[config.mk]
export PLATFORM = sky130hd
export DESIGN_NAME = fifo_fwft_rd_adapter
export DESIGN_NICKNAME = d
export VERILOG_FILES = /design/src/rtl/fifo_fwft_rd_adapter.sv
export SDC_FILE = /design/constraint.sdc
export NUM_CORES = 1
export LEC_CHECK = 0
export CORE_MARGIN = 4
export CORE_UTILIZATION = 54
export DETAILED_ROUTE_END_ITERATION = 10
export PLACE_DENSITY = 0.78
export SYNTH_ARGS = -nofsm -noshare
export SYNTH_HDL_FRONTEND = slang
export SYNTH_SLANG_ARGS = --single-unit
[constraint.sdc]
create_clock -name rclk -period 2.2 [get_ports rclk]
set_clock_uncertainty 0.05 [all_clocks]
set_input_delay 0.44 -clock rclk [delete_from_list [all_inputs] [get_ports rclk]]
set_output_delay 0.44 -clock rclk [all_outputs]
set_load 0.01 [all_outputs]
[src/rtl/fifo_fwft_rd_adapter.sv]
// fifo_fwft_rd_adapter
// Turns a FIFO read port into a first-word-fall-through valid/ready stream.
// The FIFO read port has rempty, r_en, and rdata that arrives RD_LATENCY
// cycles after an accepted read.
//
// The block keeps a small D = RD_LATENCY+2 entry skid buffer. A read is only
// issued when the words already buffered plus the reads still in flight
// leave a free slot. Landing data therefore always has a home, and r_en never
// depends on m_ready.
//
// Optional build macro FWFT_LEVEL_EN adds a registered fwft_level output.
// That output reports the buffered plus in-flight word count.
module fifo_fwft_rd_adapter #(
  parameter  int DATA_WIDTH = 16,
  parameter  int RD_LATENCY = 2,
  localparam int D          = RD_LATENCY + 2,
  localparam int CW         = $clog2(D + 1),
  localparam int PW         = $clog2(D)
) (
  input  logic                  rclk,
  input  logic                  rrst_n,
  input  logic                  rempty,
  output logic                  r_en,
  input  logic [DATA_WIDTH-1:0] rdata,
  output logic                  m_valid,
  input  logic                  m_ready,
  output logic [DATA_WIDTH-1:0] m_data
`ifdef FWFT_LEVEL_EN
  ,
  output logic [CW-1:0]         fwft_level
`endif
);

  logic [RD_LATENCY-1:0] pipe;
  logic [CW-1:0]         occ;
  logic [CW-1:0]         inflight;
  logic [CW-1:0]         level;
  logic [PW-1:0]         head;
  logic [PW-1:0]         tail;
  logic [DATA_WIDTH-1:0] mem [D];
  logic                  issue;
  logic                  land;
  logic                  pop;

  function automatic logic [PW-1:0] ptr_inc(input logic [PW-1:0] p);
    return (p == PW'(D - 1)) ? '0 : p + PW'(1);
  endfunction

  // Count reads still travelling through the RAM latency pipe
  always_comb begin
    inflight = '0;
    for (int i = 0; i < RD_LATENCY; i++) begin
      inflight = inflight + CW'(pipe[i]);
    end
  end

  // Read issue comes from registered state only; the stream side sees the buffer head
  always_comb begin
    level   = occ + inflight;
    r_en    = rrst_n && !rempty && (level < CW'(D));
    issue   = r_en;
    land    = pipe[RD_LATENCY-1];
    m_valid = (occ != '0);
    pop     = m_valid && m_ready;
    m_data  = mem[head];
  end

  // Latency pipe, occupancy and circular pointers; reset drops everything in flight
  always_ff @(posedge rclk) begin
    if (!rrst_n) begin
      pipe <= '0;
      occ  <= '0;
      head <= '0;
      tail <= '0;
    end else begin
      pipe <= (pipe << 1) | RD_LATENCY'(issue);
      case ({land, pop})
        2'b10:   occ <= occ + CW'(1);
        2'b01:   occ <= occ - CW'(1);
        default: occ <= occ;
      endcase
      if (land) tail <= ptr_inc(tail);
      if (pop)  head <= ptr_inc(head);
    end
  end

  // Landing RAM data is captured at the tail; storage itself is never cleared
  always_ff @(posedge rclk) begin
    if (rrst_n && land) mem[tail] <= rdata;
  end

`ifdef FWFT_LEVEL_EN
  logic [CW-1:0] level_next;

  // Next-cycle level so the registered output tracks occ + inflight exactly
  always_comb begin
    level_next = level + CW'(issue) - CW'(pop);
  end

  // Registered level report
  always_ff @(posedge rclk) begin
    if (!rrst_n) fwft_level <= '0;
    else         fwft_level <= level_next;
  end
`endif

  a_land_has_room: assert property (@(posedge rclk) disable iff (!rrst_n)
    !(land && !pop && occ == CW'(D)));

  a_level_bounded: assert property (@(posedge rclk) disable iff (!rrst_n)
    level <= CW'(D));

endmodule

==> reports/qor.yml <==
synth:
  synth_fp_nets: 171
  netlist_area_um2: 2910
  synth_edf_count: 64
  synth_cell_types: 29
  synth-async-reset-ratio_pct: 0
  ys_seq_elements: 75
  yosysWarnings: 0
  synth_flop_cell: "edfxtp_1"
  syn_area_per_cell_um2: 20.4
  syn_inst: 143
  yosysSeqAreaShare_pct: 73.5
global_routing:
  grt_use_total_pct: 17.8
  grt_pass1_wl_um: 8130
  grt_max_degree: 15
  overflow: 0
  antenna_found_initial: 0
  grt_pass1_vias: 1550
place:
  dpl_worst_slack_ns: -0.157
  gp_congestion: 0.645
  dp_cells: 263
  dp_hpwl_um: 3540
  port_buffers: 37
  dpl-instance-area_um2: 3470
timing:
  worst_slack_ns: 0.0713
  worst_pin_slew_ns: 0.309
  timing.final.crit_share_pct: 96.8
  relSlewSlack_pct: 79.2
  max_freq_ghz: 0.470
  tns_ns: 0
  rsz0062_at_grt: "true"
  slew_violations: 0
  period_minus_slack_ns: 2.13
  final_hold_viol_count: 0
  holdWs_ns: 0.448
  setup_violations: 0
clock_network:
  htreeDepth: 3
  clock_latency_ns: 0.34
  cts.clk_slew.worst_paths_ns: 0.07
  cts_tree: "yes"
  ctsRootBufferMaster: "clkbuf_8"
  cts.path.max_buffers: 2
  post_cts_buffers: 0
  hold_buffers: 0
  cts_buffers: 9
  postCtsResizedCells: 24
  cts.sinks: 75
pwr:
  p_leak_nw: 1.28
  power_density_nw_per_um2: 927
  ir_drop_mv: 0.751
critical_path:
  crit_chain: "buf_12 -> mux4_2 -> dlygate4sd2_1"
  crit_slowest_cell: "mux4_2"
  cp-start-kind: "flip-flop"
  max_stage_delay_ns: 0.49
  critPathCaptureType: "output pin"
  path_class: "reg2out"
  critPathMaxFanout: 10
  crit_required_ns: 1.71
  arrival_ns: 1.64
  rrSetupSlack_ns: 0.28
die:
  io_pins: 38
  row_count: 26
  chipWidth_um: 81.5
  start_util_pct: 56.3
  die_area_um2: 6640
  die_h_um: 81.5
  core_um2: 5170
drt:
  routed_wl_um: 5210
  drtPass1Iterations: 4
  drc: 0
  first_iter_violations: 60
  via_count: 1515
  viasPerCell: 5.43
  postRouteAntennaNets: 0
  wl_per_cell_um: 18.7
cells_and_area:
  drive_gt1_share_pct: 23.0
  area_delta_synth_final_pct: 26.1
  layout_commonest_cell: "edfxtp_1"
  fin_nets: 232
  fin_cells: 279
  n_antenna_cell: 0
  stdcell_area_um2: 3670
  layout_common_cells: "64 x edfxtp_1, 20 x clkdlybuf4s50_1, 17 x buf_4"
run:
  cap_viol_max_count: 0
hold_path:
  hold_path_class: "reg2reg"
run_status:
  run_status: "finished, final reports clean"
## per-layer routing
layer / global-route usage (%) / wire length, um
met1: 20.8 / 2050
met4: 8.11 / 96
met3: 5.81 / 285
met2: 29.8 / 2780
met5: 0 / 0
## critical path, delay by kind of cell (launching register included)
family | cells | cell delay, ns
flip-flops | 1 | 0.37
multiplexers | 1 | 0.49
buffers and inverters | 2 | 0.45
## synthesized netlist by cell type, types with 2 or more instances
cell type  number  share of area [%]
ha_1            7                3.0
o21ai_0         3               0.52
mux4_1          6                5.4
o21a_1          2               0.52
nor4b_1         2               0.60
and3_1          4               0.86
nand2_1         3               0.39
dfxtp_1        11                7.6
buf_2           2               0.34
and2_1          3               0.64
nor3_1          2               0.34
edfxtp_1       64                 66
mux4_2         10                7.7
inv_1           7               0.90
or3_1           3               0.64
## cells by family (layout without fill, tap and decap cells)
| family | Yosys count | after routing | synth area share [%] |
|---|---|---|---|
| adder cells (fa/ha/maj) | 8 | 8 | 3.69 |
| multiplexers | 17 | 17 | 13.5 |
| XOR/XNOR | 2 | 2 | 0.601 |
| AND/OR/NAND/NOR | 20 | 20 | 3.99 |
| flip-flops | 75 | 75 | 73.5 |
| AO/OA/AOI/OAI | 9 | 9 | 2.28 |
| buffers and inverters | 12 | 78 | 2.45 |
## path summary, 6_finish.rpt
kind	from	endpoint	depth (start not counted)
hold / removal	pipe[0]$_SDFF_PN0_	pipe[1]$_SDFF_PN0_	1
setup reg to reg	occ[0]$_SDFFE_PN0P_	occ[2]$_SDFFE_PN0P_	9
hold reg to reg	pipe[0]$_SDFF_PN0_	pipe[1]$_SDFF_PN0_	1
setup / recovery	flip-flop	m_data[9]	3
## through the flow
step | power (mW) | utilization [%]
finish | 3.41 | 71.0
global placement | 2.34 | 67.2
CTS | 3.44 | 70.9
floorplan | 2.05 | -
detailed placement | 2.38 | 67.2
global route | 3.57 | 71.0
## flip-flops by register name, indices dropped and copies added, names as in the netlist, named ones only
register,cells
head,2
mem,64
occ,3
pipe,2
tail,2
## report_power, final
group / total (mW) / internal (mW) / switching (mW)
Combinational: 0.673 / 0.392 / 0.282
Clock: 1.11 / 0.636 / 0.472
Sequential: 1.62 / 1.59 / 0.0360
Total: 3.41 / 2.62 / 0.790
## layout make-up
class	instances	area (um2)
Multi-Input combinational cell	56	707
Clock buffer	11	131
Timing Repair Buffer	55	499
Tap cell	70	87.6
Sequential cell	75	2150
Fill cell	347	1500
Inverter	7	26.3
Clock inverter	5	77.6
Note: power is estimated with default switching activity, not from simulation.
